==> src/rtl/button_event.sv <==
// -----------------------------------------------------------------------------
// button_event
//
// Turns a debounced push-button level into one-cycle event pulses so that
// downstream user logic (counters, mode selectors) never times raw levels.
// All timing is derived from a 1 ms prescaler that restarts on every button
// edge and on every state entry, so each threshold lands exactly
// N*DIV cycles after the pulse that opened its interval.
//
// Parameters
//   CLOCK_RATE_HZ  system clock frequency; multiple of 1000, >= 1000
//   LONG_MS        hold time (ms) that turns a press into a long press, >= 1
//   REPEAT_MS      auto-repeat period (ms) while held after o_long, >= 1
//   DOUBLE_MS      window (ms) after a short release for a double-click, >= 1
//
// Ports
//   i_clk      system clock, rising edge
//   i_rst_n    asynchronous active-low reset
//   i_debbtn   debounced button level, 1 = pressed, synchronous to i_clk
//   o_press    1-cycle pulse on each 0->1 edge
//   o_release  1-cycle pulse on each 1->0 edge
//   o_click    1-cycle pulse for a single short click
//   o_dclick   1-cycle pulse for a double-click
//   o_long     1-cycle pulse when a hold reaches LONG_MS
//   o_repeat   1-cycle pulse every REPEAT_MS while held after o_long
//   o_held     level, 1 while in PRESSED, SECOND or LONG_HELD
// -----------------------------------------------------------------------------
module button_event #(
  parameter int CLOCK_RATE_HZ = 16_000_000,
  parameter int LONG_MS       = 500,
  parameter int REPEAT_MS     = 100,
  parameter int DOUBLE_MS     = 250
) (
  input  logic i_clk,
  input  logic i_rst_n,
  input  logic i_debbtn,
  output logic o_press,
  output logic o_release,
  output logic o_click,
  output logic o_dclick,
  output logic o_long,
  output logic o_repeat,
  output logic o_held
);

  localparam int DIV = CLOCK_RATE_HZ / 1000;
  localparam int PW  = (DIV > 1) ? $clog2(DIV) : 1;

  localparam logic [PW-1:0] PRESC_LAST  = PW'(DIV - 1);
  // A threshold of N ms is met on the tick that would move the counter
  // from N-1 to N, which places the pulse exactly N*DIV cycles after the
  // interval started.
  localparam logic [15:0]   LONG_LAST   = 16'(LONG_MS - 1);
  localparam logic [15:0]   REPEAT_LAST = 16'(REPEAT_MS - 1);
  localparam logic [15:0]   DOUBLE_LAST = 16'(DOUBLE_MS - 1);

  typedef enum logic [2:0] {
    IDLE,
    PRESSED,
    WAIT2,
    SECOND,
    LONG_HELD
  } state_t;

  state_t        state;
  logic          prev;
  logic [PW-1:0] presc;
  logic [15:0]   ms_cnt;

  logic rise;
  logic fall;
  logic edge_seen;
  logic tick;
  logic hit_long;
  logic hit_repeat;
  logic hit_double;

  assign rise       = i_debbtn & ~prev;
  assign fall       = ~i_debbtn & prev;
  assign edge_seen  = rise | fall;
  assign tick       = (presc == PRESC_LAST);
  assign hit_long   = tick && (ms_cnt == LONG_LAST);
  assign hit_repeat = tick && (ms_cnt == REPEAT_LAST);
  assign hit_double = tick && (ms_cnt == DOUBLE_LAST);

  // NOTE: every register here, outputs included, is updated with <= so all
  // of them sample the same pre-edge values; later assignments in the block
  // override earlier defaults, which is how state entry re-clears the timebase.
  always_ff @(posedge i_clk or negedge i_rst_n) begin
    if (!i_rst_n) begin
      // NOTE: only real state is reset here; there are no memories in this
      // block, so every flop gets a defined value on reset.
      state     <= IDLE;
      prev      <= 1'b0;
      presc     <= '0;
      ms_cnt    <= '0;
      o_press   <= 1'b0;
      o_release <= 1'b0;
      o_click   <= 1'b0;
      o_dclick  <= 1'b0;
      o_long    <= 1'b0;
      o_repeat  <= 1'b0;
      o_held    <= 1'b0;
    end else begin
      prev      <= i_debbtn;
      o_press   <= rise;
      o_release <= fall;
      o_click   <= 1'b0;
      o_dclick  <= 1'b0;
      o_long    <= 1'b0;
      o_repeat  <= 1'b0;

      // Timebase: restart on any edge, otherwise count ms with saturation
      // so a very long idle never wraps back onto a threshold.
      if (edge_seen) begin
        presc  <= '0;
        ms_cnt <= '0;
      end else if (tick) begin
        presc <= '0;
        if (ms_cnt != 16'hFFFF) begin
          ms_cnt <= ms_cnt + 16'd1;
        end
      end else begin
        presc <= presc + 1'b1;
      end

      // Edges are tested before thresholds so an edge on the same cycle as
      // a threshold wins. Entries caused by edges are already covered by the
      // timebase restart above; threshold-driven entries restart it here.
      case (state)
        IDLE: begin
          if (rise) begin
            state  <= PRESSED;
            o_held <= 1'b1;
          end
        end

        PRESSED: begin
          if (fall) begin
            state  <= WAIT2;
            o_held <= 1'b0;
          end else if (hit_long) begin
            state  <= LONG_HELD;
            o_long <= 1'b1;
            presc  <= '0;
            ms_cnt <= '0;
          end
        end

        WAIT2: begin
          if (rise) begin
            state  <= SECOND;
            o_held <= 1'b1;
          end else if (hit_double) begin
            state   <= IDLE;
            o_click <= 1'b1;
            presc   <= '0;
            ms_cnt  <= '0;
          end
        end

        SECOND: begin
          if (fall) begin
            state    <= IDLE;
            o_dclick <= 1'b1;
            o_held   <= 1'b0;
          end else if (hit_long) begin
            // The pending first click is dropped: a long press wins.
            state  <= LONG_HELD;
            o_long <= 1'b1;
            presc  <= '0;
            ms_cnt <= '0;
          end
        end

        LONG_HELD: begin
          if (fall) begin
            state  <= IDLE;
            o_held <= 1'b0;
          end else if (hit_repeat) begin
            // Each repeat opens the next REPEAT_MS interval.
            o_repeat <= 1'b1;
            presc    <= '0;
            ms_cnt   <= '0;
          end
        end

        default: begin
          state  <= IDLE;
          o_held <= 1'b0;
        end
      endcase
    end
  end

endmodule

==> config.mk <==
export PLATFORM = sky130hd
export DESIGN_NAME = button_event
export DESIGN_NICKNAME = d
export VERILOG_FILES = /design/src/rtl/button_event.sv
export SDC_FILE = /design/constraint.sdc
export NUM_CORES = 1
export LEC_CHECK = 0
export CELL_PAD_IN_SITES_DETAIL_PLACEMENT = 0
export CELL_PAD_IN_SITES_GLOBAL_PLACEMENT = 1
export CORE_ASPECT_RATIO = 0.75
export CORE_UTILIZATION = 35
export CTS_CLUSTER_DIAMETER = 40
export DETAILED_ROUTE_END_ITERATION = 7
export GPL_TIMING_DRIVEN = 1
export HOLD_SLACK_MARGIN = 0.02
export PLACE_DENSITY = 0.73
export SYNTH_ARGS = -nofsm -noshare
export SYNTH_HDL_FRONTEND = slang
export SYNTH_SLANG_ARGS = --single-unit
==> constraint.sdc <==
create_clock -name i_clk -period 3.35 [get_ports i_clk]
set_input_delay 1.005 -clock i_clk [delete_from_list [all_inputs] [get_ports i_clk]]
set_output_delay 1.005 -clock i_clk [all_outputs]
set_load 0.03 [all_outputs]
==> run_results.csv <==
group,metric,value,unit
power,p_switching,284.2,uW
critical_path,worstSetupEndpointType,"register",
drt,wl_per_cell,13.98,um
floorplanning,start_util,36.54,%
floorplanning,dieArea,0.006433,mm2
placement,hpwl,3096,um
cells_and_area,register_area,0.001026,mm2
clock_network,cts_buffer_depth,2,
min_path,hold_depth,1,
job,cap_violations,0,
critical_path,r2r_cells,7,
floorplanning,dieHeight,69.71,um
grt,grt.total_usage,15.56,%
sta,hold_viol_final,0,
cells_and_area,fin_cells,317,
synth,syn_area,0.002140,mm2
min_path,hold_path_class,"reg -> reg",
power,pwr-share-clk,32.4,%
floorplanning,die_w,92.28,um
grt,grtUsageMet3,3.618,%
cells_and_area,drive_gt1_share,8.787,%
drt,via_count,1645,
sta,worstMarginPinSlew,0.8966,ns
grt,antenna_found_initial,0,
clock_network,cts_made_buffers,5,
placement,pre_cts_slack,-0.08236,ns
drt,finalWirelength,4432,um
synth,ys_async_sr_fraction,100.0,%
grt,overflow,0,
drt,firstDrtPassIters,4,
synth,synth_flop_cell,"dfrtp_1",
power,peakVddDrop,165.3,uV
status,status,"finished clean",
synth,yosys_warnings,0,
placement,place_area,0.002360,mm2
sta,min_period,3.107,ns
clock_network,cts_sinks,41,
grt,grt_pass1_vias,1539,
cells_and_area,diodes,0,
clock_network,worstSkewPairLatency,0.31,ns
cells_and_area,final_net_count,246,
power,cellPowerDensity,409.0,mW/mm2
critical_path,r2r_slack,0.66,ns
power,p_total,1001,uW
grt,grtUsageMet2,20.23,%
sta,relSlewSlack,40.23,%
critical_path,crit_chain,"clkdlybuf4s50_1 > inv_1 > ha_1 > or4b_2 > nor4_1 > nand3_1 > a221oi_4 > buf_12 > a311oi_1",
sta,rsz0062_at_grt,"no",
grt,grt_pass1_wl,7790,um
critical_path,cp_slowest_cell,"or4b_2",
power,p_leak,0.001044,uW
placement,dp.cells,309,
synth,netlist_instances,221,
critical_path,critPathRequiredTime,3.52,ns
clock_network,cts.clk_slew.worst_paths,0.08,ns
clock_network,cts_setup_buffers,0,
drt,antenna_left,0,
grt,grt_util_met1,23.96,%
grt,grt_max_degree,42,
critical_path,cp-start-kind,"input port",
floorplanning,core_area,0.005856,mm2
critical_path,cpPeakStageDelay,0.61,ns
critical_path,path_max_fanout,17,
sta,report.final.slew_viol_count,0,
synth,syn_avg_cell_area,9.681,um2
critical_path,worstSetupPathType,"in -> reg",
cells_and_area,layout_common_cells,"dfrtp_1, nor2_1, nand2_1",
synth,synth_edf_count,0,
sta,setup_violations,0,
synth,yosysSeqAreaShare,47.95,%
sta,max_clock_freq,321.9,MHz
synth,synth-seq-cells,41,
cells_and_area,synthToLayoutAreaGrowth,14.33,%
grt,top_usage_layer,"met1",
sta,finalSetupTns,0,ns
cells_and_area,multiInputGateArea,0.001052,mm2
drt,drc,0,
floorplanning,rows,24,
clock_network,cts_tree,"done",
synth,synth.distinct_cells,42,
clock_network,cts_root_buffer,"clkbuf_8",
critical_path,worstPathArrival,3.28,ns
critical_path,crit_buf_inv,3,
clock_network,htreeDepth,2,
power,switching_share,28.40,%
placement,io_buffer_count,9,
cells_and_area,final_area,0.002446,mm2
drt,first_iter_violations,109,
sta,fin_ws,0.2432,ns
placement,gp_congestion,0.7882,
synth,synth_fp_nets,229,
cells_and_area,fillers,607,
clock_network,hold_buffers,0,
critical_path,critical_path_depth,9,
power,p_int,716.3,uW
floorplanning,io_pins,10,
critical_path,crit_family,"simple AND/OR/NAND/NOR gates",
clock_network,ctsResizeCount,0,
cells_and_area,layout_commonest_cell,"dfrtp_1",
sta,min_period_over_period,92.74,%
power,power_frac_comb,14.0,%
sta,finClkSkew,0.01539,ns
power,seq_power_share,53.6,%
drt,vias_per_cell,5.189,
state kept, by name, summed over array words and instances, names as in the netlist:
signal and count:
ms_cnt 16, o_click 1, o_dclick 1, o_held 1, o_long 1, o_press 1, o_release 1, o_repeat 1
presc 14, prev 1, state 3
routing by layer:
layer  wire (um)  vias up
met5           0        -
met4          80        0
met3         162        8
met2        1725       33
met1        2464      780
li1            -      824
power groups by stage:
stage	combinational, uW	clock [uW]	sequential (uW)
3_3_place_gp	143	0	546
5_1_grt	157	358	540
6_report	140	324	537
2_1_floorplan	80.4	0	549
3_5_place_dp	142	0	545
4_1_cts	143	335	536
through the flow:
step           hold slack (ns)  utilization [%]
2_1_floorplan           0.4553                -
3_3_place_gp            0.4744            40.30
3_5_place_dp            0.4730            40.30
4_1_cts                 0.4868            41.77
5_1_grt                 0.5184            41.77
6_report                0.4824            41.77
logic make-up (layout without fill, tap and decap cells):
group | Yosys count | after routing | share of synthesized area [%]
buf+inv | 14 | 32 | 2.866
flops | 41 | 41 | 47.95
xor+xnor | 20 | 20 | 8.187
compound gates | 34 | 34 | 11.70
simple gates | 105 | 105 | 25.44
fa+ha+maj | 5 | 5 | 2.924
mux | 2 | 2 | 0.9357
area by class of cell:
class                      instances  share of cell area, %
clock buffer                       5                  2.813
sequential                        41                  41.94
tap                               78                  3.990
timing repair buffer              17                  6.445
clock inverter                     3                 0.7161
multi-input combinational        166                  43.02
inverter                           7                  1.074
worst paths after layout:
path / from / endpoint
worst max-delay path: i_debbtn / ms_cnt[15]$_DFF_PN0_
worst min-delay path: presc[0]$_DFF_PN0_ / presc[0]$_DFF_PN0_
worst max register to register: presc[1]$_DFF_PN0_ / ms_cnt[15]$_DFF_PN0_
worst min register to register: presc[0]$_DFF_PN0_ / presc[0]$_DFF_PN0_
max in group asynchronous: i_rst_n / ms_cnt[4]$_DFF_PN0_
min in group asynchronous: i_rst_n / state[0]$_DFFE_PN0P_
Yosys cell counts (2+ instances only):
| master | instances | area (um2) |
|---|---|---|
| and3_1 | 13 | 81.33 |
| a21oi_1 | 6 | 30.03 |
| a211oi_1 | 2 | 15.01 |
| o2111ai_1 | 3 | 26.28 |
| nand3_1 | 8 | 40.04 |
| clkbuf_1 | 5 | 18.77 |
| nor2_1 | 32 | 120.1 |
| nand4b_1 | 2 | 17.52 |
| a2111oi_0 | 2 | 17.52 |
| o21ai_0 | 8 | 40.04 |
| nand4_1 | 5 | 31.28 |
| xnor2_1 | 10 | 87.58 |
| xor2_1 | 10 | 87.58 |
| a31oi_1 | 2 | 12.51 |
| mux2i_1 | 2 | 20.02 |
| or3_1 | 3 | 18.77 |
| o211ai_1 | 4 | 30.03 |
| dfrtp_1 | 41 | 1026 |
| or4_1 | 3 | 22.52 |
| nand2_1 | 15 | 56.30 |
| nand2b_1 | 2 | 12.51 |
| nor4_1 | 5 | 31.28 |
| ha_1 | 5 | 62.56 |
| and2_1 | 3 | 18.77 |
| nor3_1 | 7 | 35.03 |
| inv_1 | 7 | 26.28 |
(Power assumes the default switching activity.)
